[src/rtl/udma_rx_chan_core.sv]
// udma_rx_chan_core: single uDMA receive channel.
// Takes a valid/ready stream from a peripheral, buffers it in a small FIFO and
// writes it to L2 through a req/gnt port, tracking address and remaining bytes.
// A transfer issued while busy is parked in a one-deep pending slot; continuous
// mode reloads the original start/size when a transfer completes.
module udma_rx_chan_core #(
    parameter int L2_AWIDTH  = 19,
    parameter int TRANS_SIZE = 20,
    parameter int FIFO_DEPTH = 4
) (
    input  logic                  clk_i,
    input  logic                  rstn_i,
    input  logic [L2_AWIDTH-1:0]  cfg_startaddr_i,
    input  logic [TRANS_SIZE-1:0] cfg_size_i,
    input  logic [1:0]            cfg_datasize_i,
    input  logic                  cfg_continuous_i,
    input  logic                  cfg_en_i,
    input  logic                  cfg_clr_i,
    output logic [L2_AWIDTH-1:0]  cfg_curr_addr_o,
    output logic [TRANS_SIZE-1:0] cfg_bytes_left_o,
    output logic                  cfg_en_o,
    output logic                  cfg_pending_o,
    input  logic [31:0]           data_i,
    input  logic                  valid_i,
    output logic                  ready_o,
    output logic                  l2_req_o,
    input  logic                  l2_gnt_i,
    output logic [L2_AWIDTH-1:0]  l2_addr_o,
    output logic [31:0]           l2_wdata_o,
    output logic [3:0]            l2_be_o,
    output logic                  ch_event_o
);
    localparam int PW = $clog2(FIFO_DEPTH);

    typedef enum logic {IDLE = 1'b0, RUN = 1'b1} state_t;

    function automatic logic [2:0] beat_of(input logic [1:0] ds);
        case (ds)
            2'b00:   return 3'd1;
            2'b01:   return 3'd2;
            default: return 3'd4;
        endcase
    endfunction

    function automatic logic [L2_AWIDTH-1:0] align_addr(input logic [L2_AWIDTH-1:0] a,
                                                        input logic [1:0] ds);
        logic [L2_AWIDTH-1:0] r;
        r = a;
        if (ds == 2'b01) r[0] = 1'b0;
        else if (ds[1])  r[1:0] = 2'b00;
        return r;
    endfunction

    function automatic logic [TRANS_SIZE-1:0] align_size(input logic [TRANS_SIZE-1:0] s,
                                                         input logic [1:0] ds);
        logic [TRANS_SIZE-1:0] r;
        r = s;
        if (ds == 2'b01) r[0] = 1'b0;
        else if (ds[1])  r[1:0] = 2'b00;
        return r;
    endfunction

    state_t                state_q, state_n;
    logic [L2_AWIDTH-1:0]  addr_q, orig_addr_q, pend_addr_q;
    logic [TRANS_SIZE-1:0] bytes_q, rx_q, orig_size_q, pend_size_q;
    logic [1:0]            ds_q, pend_ds_q;
    logic                  cont_q, pend_cont_q, pend_q, event_q;
    logic [PW:0]           wr_ptr_q, rd_ptr_q;
    logic [31:0]           mem [FIFO_DEPTH];

    logic                  running, fifo_full, fifo_empty, push, pop, done;
    logic                  ld_new, ld_pend, ld_orig, pend_set, pend_clr;
    logic [L2_AWIDTH-1:0]  beat_a, new_addr;
    logic [TRANS_SIZE-1:0] beat_t, new_size;
    logic [31:0]           head, wdata;
    logic [3:0]            be;

    assign running    = (state_q == RUN);
    assign beat_a     = L2_AWIDTH'(beat_of(ds_q));
    assign beat_t     = TRANS_SIZE'(beat_of(ds_q));
    assign new_addr   = align_addr(cfg_startaddr_i, cfg_datasize_i);
    assign new_size   = align_size(cfg_size_i, cfg_datasize_i);
    assign fifo_empty = (wr_ptr_q == rd_ptr_q);
    assign fifo_full  = (wr_ptr_q[PW] != rd_ptr_q[PW]) &&
                        (wr_ptr_q[PW-1:0] == rd_ptr_q[PW-1:0]);
    assign head       = mem[rd_ptr_q[PW-1:0]];

    // clr kills both handshakes in its own cycle, so a coincident grant is lost
    assign ready_o  = running && !fifo_full && (rx_q != '0) && !cfg_clr_i;
    assign l2_req_o = running && !fifo_empty && !cfg_clr_i;
    assign push     = valid_i && ready_o;
    assign pop      = l2_req_o && l2_gnt_i;
    // a zero-length transfer completes on its first RUN cycle
    assign done     = running && !cfg_clr_i &&
                      ((bytes_q == '0) || (pop && (bytes_q == beat_t)));

    assign cfg_curr_addr_o  = addr_q;
    assign cfg_bytes_left_o = bytes_q;
    assign cfg_en_o         = running;
    assign cfg_pending_o    = pend_q;
    assign ch_event_o       = event_q;
    assign l2_addr_o        = {addr_q[L2_AWIDTH-1:2], 2'b00};
    assign l2_wdata_o       = l2_req_o ? wdata : 32'h0;
    assign l2_be_o          = l2_req_o ? be : 4'h0;

    // replicate the beat across the word and place byte enables by address lane
    always_comb begin
        wdata = head;
        be    = 4'b1111;
        case (ds_q)
            2'b00: begin wdata = {4{head[7:0]}};  be = 4'b0001 << addr_q[1:0]; end
            2'b01: begin wdata = {2{head[15:0]}}; be = 4'b0011 << addr_q[1:0]; end
            default: ;
        endcase
    end

    // state register
    always_ff @(posedge clk_i or negedge rstn_i) begin
        if (!rstn_i) state_q <= IDLE;
        else         state_q <= state_n;
    end

    // next state and load selection; an en during completion with a slot
    // already parked refills the slot after it is consumed
    always_comb begin
        state_n  = state_q;
        ld_new   = 1'b0;
        ld_pend  = 1'b0;
        ld_orig  = 1'b0;
        pend_set = 1'b0;
        pend_clr = 1'b0;
        if (cfg_clr_i) begin
            state_n = IDLE;
        end else begin
            case (state_q)
                IDLE: if (cfg_en_i) begin ld_new = 1'b1; state_n = RUN; end
                RUN: begin
                    if (done) begin
                        if (pend_q) begin
                            ld_pend  = 1'b1;
                            pend_clr = 1'b1;
                            pend_set = cfg_en_i;
                        end else if (cfg_en_i) ld_new  = 1'b1;
                        else if (cont_q)       ld_orig = 1'b1;
                        else                   state_n = IDLE;
                    end else if (cfg_en_i) begin
                        pend_set = 1'b1;
                    end
                end
                default: state_n = IDLE;
            endcase
        end
    end

    // counters, pending slot, event and FIFO pointers
    always_ff @(posedge clk_i or negedge rstn_i) begin
        if (!rstn_i) begin
            addr_q      <= '0;
            bytes_q     <= '0;
            rx_q        <= '0;
            ds_q        <= '0;
            cont_q      <= 1'b0;
            orig_addr_q <= '0;
            orig_size_q <= '0;
            pend_q      <= 1'b0;
            pend_addr_q <= '0;
            pend_size_q <= '0;
            pend_ds_q   <= '0;
            pend_cont_q <= 1'b0;
            event_q     <= 1'b0;
            wr_ptr_q    <= '0;
            rd_ptr_q    <= '0;
        end else if (cfg_clr_i) begin
            addr_q   <= '0;
            bytes_q  <= '0;
            rx_q     <= '0;
            pend_q   <= 1'b0;
            event_q  <= 1'b0;
            wr_ptr_q <= '0;
            rd_ptr_q <= '0;
        end else begin
            event_q <= done;
            if (ld_new) begin
                addr_q      <= new_addr;
                bytes_q     <= new_size;
                rx_q        <= new_size;
                ds_q        <= cfg_datasize_i;
                cont_q      <= cfg_continuous_i;
                orig_addr_q <= new_addr;
                orig_size_q <= new_size;
            end else if (ld_pend) begin
                addr_q      <= pend_addr_q;
                bytes_q     <= pend_size_q;
                rx_q        <= pend_size_q;
                ds_q        <= pend_ds_q;
                cont_q      <= pend_cont_q;
                orig_addr_q <= pend_addr_q;
                orig_size_q <= pend_size_q;
            end else if (ld_orig) begin
                addr_q  <= orig_addr_q;
                bytes_q <= orig_size_q;
                rx_q    <= orig_size_q;
            end else begin
                if (pop) begin
                    addr_q  <= addr_q + beat_a;
                    bytes_q <= bytes_q - beat_t;
                end
                if (push) rx_q <= rx_q - beat_t;
            end
            if (pend_set) begin
                pend_q      <= 1'b1;
                pend_addr_q <= new_addr;
                pend_size_q <= new_size;
                pend_ds_q   <= cfg_datasize_i;
                pend_cont_q <= cfg_continuous_i;
            end else if (pend_clr) begin
                pend_q <= 1'b0;
            end
            if (push) wr_ptr_q <= wr_ptr_q + {{PW{1'b0}}, 1'b1};
            if (pop)  rd_ptr_q <= rd_ptr_q + {{PW{1'b0}}, 1'b1};
        end
    end

    // FIFO storage; contents are don't-care while the pointers say empty
    always_ff @(posedge clk_i) begin
        if (push) mem[wr_ptr_q[PW-1:0]] <= data_i;
    end
endmodule
[config.mk]
export PLATFORM = sky130hd
export DESIGN_NAME = udma_rx_chan_core
export DESIGN_NICKNAME = d
export VERILOG_FILES = /design/src/rtl/udma_rx_chan_core.sv
export SDC_FILE = /design/constraint.sdc
export NUM_CORES = 1
export LEC_CHECK = 0
export CORE_ASPECT_RATIO = 0.75
export CORE_UTILIZATION = 64
export DETAILED_ROUTE_END_ITERATION = 16
export DONT_BUFFER_PORTS = 1
export MAX_ROUTING_LAYER = met4
export PLACE_DENSITY = 0.8
export SYNTH_ARGS = -nofsm -noshare
export SYNTH_HDL_FRONTEND = slang
export SYNTH_SLANG_ARGS = --single-unit
[constraint.sdc]
create_clock -name clk_i -period 3.8 [get_ports clk_i]
set_input_delay 0.19 -clock clk_i [delete_from_list [all_inputs] [get_ports clk_i]]
set_output_delay 0.19 -clock clk_i [all_outputs]
set_load 0.02 [all_outputs]
==> impl_metrics.ini, run 1 <==
[setup_path]
crit_start = ds_q[1]
cp.arrival_ns = 4.15
required_ns = 4.23
critPathLaunchType = register
endpoint_kind = register
crit-reg2reg-launch = ds_q[1]
path_class = register to register
path_max_fanout = 40

[detailed_routing]
dr.pass1.iters = 6
drt_iter0_drc = 1590
detail-route-antenna-nets = 0
num_vias = 10800
vias_per_cell = 6.79
drt-total-wl_mm = 39.4
remaining_drc_errors = 0
avgRoutedWirePerCell_um = 24.7

[place]
portBuffers = 0
dp_cells = 1460
hpwl_mm = 24.9
place.gp.congestion = 1.01

[outcome]
status = finished, final reports clean

[global_routing]
grt_max_degree = 153
antenna_found_initial = 1
grt_pass1_wl_mm = 60.3
grt_usage_pct = 36.2
grt_pass1_vias = 10300
grt_overflow_total = 0

[timing]
fmax_mhz = 268
min_period_ns = 3.73
setup_viol = 0
hold_viol = 0
slew_viol_final = 0
tns_ns = 0
finClkSkew_ns = 0.0191
tightest_slew_ns = 1.19
timing.hold.ws_ns = 0.0391
post-route-period-util_pct = 98.1
slew_headroom_pct = 20.4

[cells_and_area]
final_common_cell = nand2_1
stdcell_count = 1592
nFillCells = 1364
syn2layout_area_growth_pct = 13.9
fin_nets = 1379
drive_above_1_share_pct = 11.9
final_cell_mix = nand2_1 (159), dfrtp_1 (151), edfxtp_1 (128)
utilization_pct = 75.0

[logic_synthesis]
syn_area_um2 = 14000
ys_ff_latch = 280
synthDistinctLibCells = 74
synth_flop_cell = dfrtp_1
async_flop_share_pct = 54.3
postSynthAreaPerCell_um2 = 11.4
yosys_warnings = 0
synth_cells = 1228
seq_area_frac_synth_pct = 54.5
synth_edf_count = 128

[floorplanning]
core_um2 = 21300
rows = 46
die_area_um2 = 22500
die_h_um = 130
start_util_pct = 65.9
io_pins = 179
die_w_um = 173

[clock_tree]
clkSlewWorstSetupHoldPaths_ns = 0.07
cts_sinks = 280
clockBufferDepth = 3
cts_tree = built
numCtsBuffers = 27
clock_latency_ns = 0.56
cts.htree.levels = 1
cts_root_buffer = clkbuf_16
postCtsSetupRepairBufs = 0

[worst_hold_path]
hp-start = cfg_size_i[8]
min_path_type = primary input to register

[power_and_ir_drop]
switching_power_mw = 2.82
ir_worst_vdd_v = 0.000413
pwr-share-comb_pct = 22.9
powerDensity_nw_per_um2 = 546
p_clk_share_pct = 30.9
leakage_nw = 6.26
power_frac_seq_pct = 46.2
cell_internal_pwr_mw = 5.91
switching_share_pct = 32.3

[flow_run]
cap_viol_max_count = 0
per-layer routing:
layer  track usage, %  share of wire (%)
met5                -                  0
met4             11.2                3.3
met3             9.91                 14
met2             51.4                 44
met1             50.8                 39
cell type report:
class / count / area [um^2] / share of cell area, %
timing repair buffer: 123 / 1160 / 7.24
clock inverter: 12 / 131 / 0.822
multi-input combinational: 833 / 5850 / 36.6
clock buffer: 38 / 757 / 4.74
inverter: 17 / 67.6 / 0.423
antenna: 1 / 2.50 / 0.0157
tap: 288 / 360 / 2.26
sequential: 280 / 7650 / 47.9
power groups by stage:
stage	logic, mW	registers, mW	clock network, mW
after CTS	1.94	4.01	2.72
after detailed placement	1.78	4.07	0
after global placement	1.75	4.05	0
final	2.00	4.03	2.70
after global routing	2.19	4.07	2.83
after floorplan	1.47	3.91	0
final timing paths:
check / cells after the start / slack [ns] / to
setup / recovery: 10 / 0.07 / cfg_curr_addr_o[0]
hold / removal: 2 / 0.04 / rx_q[8]
max in group asynchronous: 2 / 2.81 / orig_addr_q[6]
setup reg to reg: 10 / 0.07 / cfg_curr_addr_o[0]
min in group asynchronous: 2 / 0.35 / cfg_bytes_left_o[6]
hold reg to reg: 1 / 0.49 / pend_cont_q
cell usage after synthesis (all sizes together), types with 17 or more instances:
cell	instances	area (um^2)
xnor2	40	350
o21ai	65	325
a21oi	65	325
mux4	32	721
nor3	22	110
or3	20	125
nor2	87	339
xor2	19	166
mux2	40	450
nand2	160	603
a31oi	17	106
buf	54	327
dfrtp	152	3800
clkbuf	45	169
a22o	24	210
edfxtp	128	3840
metrics by stage:
stage                     total power, mW  cell area [um^2]  worst slack (ns)
final                                8.73             16000            0.0735
after global routing                 9.09             16000           -0.0169
after CTS                            8.66             16000            0.0510
after detailed placement             5.85             14200             0.220
after global placement               5.81             14200             0.399
after floorplan                      5.38             14000             0.652
what timing repair did:
item                                    4_1_cts  5_1_grt
endpoints found under the hold margin       403        0
gates resized for setup                       0        3
endpoints found under the setup margin        0       88
hold buffers                                 81        0
critical path, stage by stage (launching register included):
cell        delay (ns)
dfrtp_1           0.38
or2_2             0.40
clkinvlp_4        0.22
ha_1              0.31
nand4_1           0.21
o21ai_4           0.13
nand4_1           0.14
nand2b_1          0.21
nor2_4            0.95
nor2_4            0.24
a221o_1           0.38
flip-flops by register name (all words and copies together), names as in the netlist, 2 cells and up:
| register | flops |
|---|---|
| orig_size_q | 20 |
| pend_addr_q | 19 |
| mem | 128 |
| cfg_bytes_left_o | 20 |
| wr_ptr_q | 3 |
| cfg_curr_addr_o | 19 |
| rx_q | 20 |
| orig_addr_q | 19 |
| pend_size_q | 20 |
| pend_ds_q | 2 |
| ds_q | 2 |
| rd_ptr_q | 3 |
kinds of logic after synthesis:
family / count (synthesis) / synth area share, %
simple gates: 380 / 12.6
mux: 83 / 9.14
fa+ha+maj: 17 / 1.68
xor+xnor: 59 / 3.68
compound gates: 292 / 14.3
buf+inv: 116 / 3.99
flops: 280 / 54.5
other cells: 1 / 0.0267
Power figures use the tool's default switching activity.
==> run 2: changes to the inputs <==
CORE_UTILIZATION = 33   (was 64)
PLACE_DENSITY = unset   (was 0.8)
==> impl_metrics.ini, run 2 (synthesis gave the netlist of run 1 again) <==
[place]
place.gp.congestion = 0.924
dp_cells = 1752
portBuffers = 0
hpwl_mm = 27.9
place_area_um2 = 14700

[timing]
slew_headroom_pct = 32.8
finClkSkew_ns = 0.0416
tightest_slew_ns = 1.00
slew_viol_final = 0
tns_ns = 0
rsz0062_at_grt = no
setup_viol = 0
fmax_mhz = 274
min_period_ns = 3.65
hold_viol = 0
post-route-period-util_pct = 96.1

[cells_and_area]
syn2layout_area_growth_pct = 19.6
drive_above_1_share_pct = 13.3
stdcell_count = 1902
fin_nets = 1397
seq_area_um2 = 7650
final_cell_mix = nand2_1 (159), dfrtp_1 (151), edfxtp_1 (128)
nFillCells = 4016
multi_input_area_um2 = 5840
largest_register_ffs = 128
final_common_cell = nand2_1
fin_area_um2 = 16800

[global_routing]
grt_pass1_vias = 10300
grt_overflow_total = 0
antenna_found_initial = 7
grt_usage_pct = 19.6
grt_pass1_wl_mm = 63.5
grt_max_degree = 153

[detailed_routing]
drt_iter0_drc = 930
vias_per_cell = 5.45
avgRoutedWirePerCell_um = 22.0
num_vias = 10400
drt-total-wl_mm = 41.8
dr.pass1.iters = 5
detail-route-antenna-nets = 0
remaining_drc_errors = 0

[clock_tree]
ctsResizeCount = 0
clkSlewWorstSetupHoldPaths_ns = 0.06
clock_latency_ns = 0.55
clockBufferDepth = 3
cts.htree.levels = 2
numCtsBuffers = 34
ctsHoldBuffers = 81
postCtsSetupRepairBufs = 0
cts_tree = built
cts_sinks = 280
cts_root_buffer = clkbuf_16

[power_and_ir_drop]
finalPower_mw = 9.55
switching_power_mw = 3.03
powerDensity_nw_per_um2 = 570
p_clk_share_pct = 37.2
switching_share_pct = 31.7
pwr-share-comb_pct = 20.8
cell_internal_pwr_mw = 6.52
leakage_nw = 6.49
power_frac_seq_pct = 41.9
ir_worst_vdd_v = 0.000279

[floorplanning]
io_pins = 179
core_um2 = 42000
start_util_pct = 33.4
die_area_um2 = 43300
rows = 65
die_h_um = 181
die_w_um = 240

[setup_path]
crit_family = simple AND/OR/NAND/NOR gates
required_ns = 4.22
critPathLaunchType = register
endpoint_kind = register
path_max_fanout = 9
crit_chain = or2_2, clkinv_1, ha_1, inv_1, fa_1, a2111o_1, nor3_1, nand2_1, nor2_1, xnor2_1, o21ai_0, a22o_1
cp.arrival_ns = 4.07
path_class = register to register
cpMaxStageDelayCell = nor3_1
max_stage_delay_ns = 0.71
worst-path-buf-inv = 2

[outcome]
status = finished, final reports clean

[worst_hold_path]
min_path_type = primary input to register

[flow_run]
cap_viol_max_count = 0
-- run 2: layout make-up --
class,count,area share [%]
multi-input cells,833,34.8
inverters,17,0.381
diodes,7,0.104
repair buffers,134,7.46
clock inverters,19,1.95
well taps,569,4.25
clock buffers,43,5.39
flip-flops and latches,280,45.6
-- run 2: power by group through the flow --
stage | logic (mW) | registers, mW | clock network, mW
after detailed placement | 1.83 | 4.05 | 0
after global routing | 2.20 | 4.05 | 3.74
final | 1.99 | 4.01 | 3.56
after CTS | 1.98 | 4.00 | 3.62
after floorplan | 1.47 | 3.91 | 0
after global placement | 1.81 | 4.04 | 0
-- run 2: final timing paths --
kind                       cells after the start                   end            start  slack (ns)
setup / recovery                              12  cfg_bytes_left_o[18]          ds_q[1]        0.15
hold / removal                                 2  cfg_bytes_left_o[17]   cfg_size_i[17]        0.02
setup reg to reg                              12  cfg_bytes_left_o[18]          ds_q[1]        0.15
hold reg to reg                                1       pend_addr_q[15]  pend_addr_q[15]        0.49
max in group asynchronous                      2              rx_q[13]           rstn_i        2.77
min in group asynchronous                      2       pend_addr_q[14]           rstn_i        0.27
-- run 2: metal layers --
metal	track usage, %	wire length, um	share of wire [%]	vias up
met5	-	0	0	-
met4	5.96	989	2.4	0
met3	5.10	3380	8.1	62
met2	28.0	18400	44	382
met1	27.1	19000	45	5219
li1	-	-	-	4705
-- run 2: worst reg2reg max path: stages (launching register included) --
cell      delay, ns
dfrtp_1        0.44
or2_2          0.43
clkinv_1       0.10
ha_1           0.17
inv_1          0.06
fa_1           0.47
a2111o_1       0.48
nor3_1         0.71
nand2_1        0.12
nor2_1         0.14
xnor2_1        0.12
o21ai_0        0.09
a22o_1         0.20
-- run 2: through the flow --
step	utilization, %	hold WS, ns	worst slack [ns]
floorplan	-	-0.106	0.652
finish	40.0	0.0174	0.150
CTS	39.9	0.000425	0.261
global route	40.0	0.0132	0.0311
detailed placement	35.0	-0.0957	0.286
global placement	35.0	-0.0975	0.308
==> run 3: changes to the inputs <==
CAP_MARGIN = 40   (was unset)
CTS_BUF_LIST = sky130_fd_sc_hd__clkbuf_8   (was unset)
==> impl_metrics.ini, run 3 (synthesis gave the netlist of run 1 again) <==
[cells_and_area]
nFillCells = 4062
largest_register_ffs = 128
seq_area_um2 = 7650
final_common_cell = nand2_1
syn2layout_area_growth_pct = 18.5
final_cell_mix = nand2_1 (159), dfrtp_1 (151), edfxtp_1 (128)
multi_input_area_um2 = 5840
drive_above_1_share_pct = 14.4
stdcell_count = 1933
fin_nets = 1414

[power_and_ir_drop]
switching_share_pct = 33.3
p_clk_share_pct = 33.2
power_frac_seq_pct = 44.6
ir_worst_vdd_v = 0.000249
powerDensity_nw_per_um2 = 540
pwr-share-comb_pct = 22.2
cell_internal_pwr_mw = 5.99
switching_power_mw = 2.99
leakage_nw = 6.49

[timing]
min_period_ns = 3.60
finClkSkew_ns = 0.0412
tightest_slew_ns = 0.914
post-route-period-util_pct = 94.6
hold_viol = 0
rsz0062_at_grt = no
fmax_mhz = 278
slew_headroom_pct = 39.1
slew_viol_final = 0
setup_viol = 0
fin_ws_ns = 0.203
timing.hold.ws_ns = 0.0431
tns_ns = 0

[setup_path]
path_max_fanout = 9
crit-reg2reg-launch = ds_q[1]
critPathLaunchType = register
required_ns = 4.32
r2r_cells = 12
r2r_slack_ns = 0.20
reg2reg_to = cfg_bytes_left_o[18]
cp.arrival_ns = 4.12
path_class = register to register
max_stage_delay_ns = 0.67
crit_chain = or2_2, clkinv_1, ha_1, inv_1, fa_1, a2111o_1, nor3_1, nand2_1, nor2_1, xnor2_1, o21ai_0, a22o_1
cpMaxStageDelayCell = nor3_1
endpoint_kind = register

[place]
dp_slack_ns = 0.286
place.gp.congestion = 0.924
portBuffers = 0
hpwl_mm = 27.9
dp_cells = 1752

[clock_tree]
cts_tree = built
clkSlewWorstSetupHoldPaths_ns = 0.07
postCtsSetupRepairBufs = 0
ctsResizeCount = 0
numCtsBuffers = 48
clockBufferDepth = 3
clock_latency_ns = 0.64
cts.htree.levels = 2
cts_sinks = 280
cts_root_buffer = clkbuf_8

[floorplanning]
die_area_um2 = 43300
die_h_um = 181
start_util_pct = 33.4
rows = 65
io_pins = 179
die_w_um = 240
core_um2 = 42000

[detailed_routing]
detail-route-antenna-nets = 0
remaining_drc_errors = 0
num_vias = 10500
dr.pass1.iters = 5
vias_per_cell = 5.43
drt-total-wl_mm = 41.9
drt_iter0_drc = 831
avgRoutedWirePerCell_um = 21.7

[global_routing]
grt_max_degree = 153
grt_overflow_total = 0
grt_pass1_wl_mm = 63.6
antenna_found_initial = 7
grt_usage_pct = 19.8
grt_pass1_vias = 10300

[flow_run]
cap_viol_max_count = 0

[worst_hold_path]
worstHoldEndpoint = cfg_pending_o
hp-start = cfg_en_i
hold_depth = 3
min_path_type = primary input to register

[outcome]
status = finished, final reports clean
[run 3: per-layer routing]
| metal | GRT usage, % | part of all wire [%] | up-vias |
|---|---|---|---|
| li1 | - | - | 4759 |
| met1 | 27.2 | 45 | 5262 |
| met5 | - | 0 | - |
| met3 | 5.25 | 8.3 | 77 |
| met4 | 7.08 | 2.7 | 0 |
| met2 | 27.8 | 44 | 397 |
[run 3: final cells by class]
type	instances	area share (%)
antenna	7	0.105
clock buffer	58	4.80
clock inverter	32	1.47
inverter	17	0.384
multi-input combinational	833	35.2
sequential	280	46.0
tap	569	4.29
timing repair buffer	137	7.74
[run 3: worst max-delay path by stage]
| stage | from | end | slack, ns | cells past startpoint |
|---|---|---|---|---|
| after floorplan | ds_q[1] | cfg_bytes_left_o[16] | 0.65 | 13 |
| after global placement | ds_q[1] | cfg_bytes_left_o[18] | 0.31 | 12 |
| after detailed placement | ds_q[1] | cfg_bytes_left_o[18] | 0.29 | 12 |
| after CTS | ds_q[1] | cfg_bytes_left_o[18] | 0.26 | 12 |
| after global routing | ds_q[1] | cfg_curr_addr_o[7] | 0.03 | 10 |
| final | ds_q[1] | cfg_bytes_left_o[18] | 0.20 | 12 |
[run 3: stage by stage]
| step | area (um^2) | util, % | total power, mW |
|---|---|---|---|
| after floorplan | 14000 | - | 5.38 |
| after global placement | 14700 | 35.0 | 5.85 |
| after detailed placement | 14700 | 35.0 | 5.88 |
| after CTS | 16600 | 39.5 | 9.02 |
| after global routing | 16600 | 39.6 | 9.43 |
| final | 16600 | 39.6 | 8.98 |
[run 3: critical path: cells and delay by family (launching register included)]
kind            cells  cell delay [ns]
flops               1             0.44
xor+xnor            1             0.12
buf+inv             2             0.16
fa+ha+maj           2             0.63
compound gates      3             0.78
simple gates        4             1.36
[run 3: timing repair]
action | in CTS | in global routing
hold buffers | 83 | 0
endpoints found under the hold margin | 429 | 0
setup endpoints to repair | 0 | 0
[run 3: power by group through the flow]
stage          logic, mW  registers (mW)  clock network (mW)
2_1_floorplan       1.47            3.91                   0
3_3_place_gp        1.81            4.04                   0
3_5_place_dp        1.83            4.05                   0
4_1_cts             1.98            3.99                3.05
5_1_grt             2.20            4.05                3.18
6_report            1.99            4.00                2.98
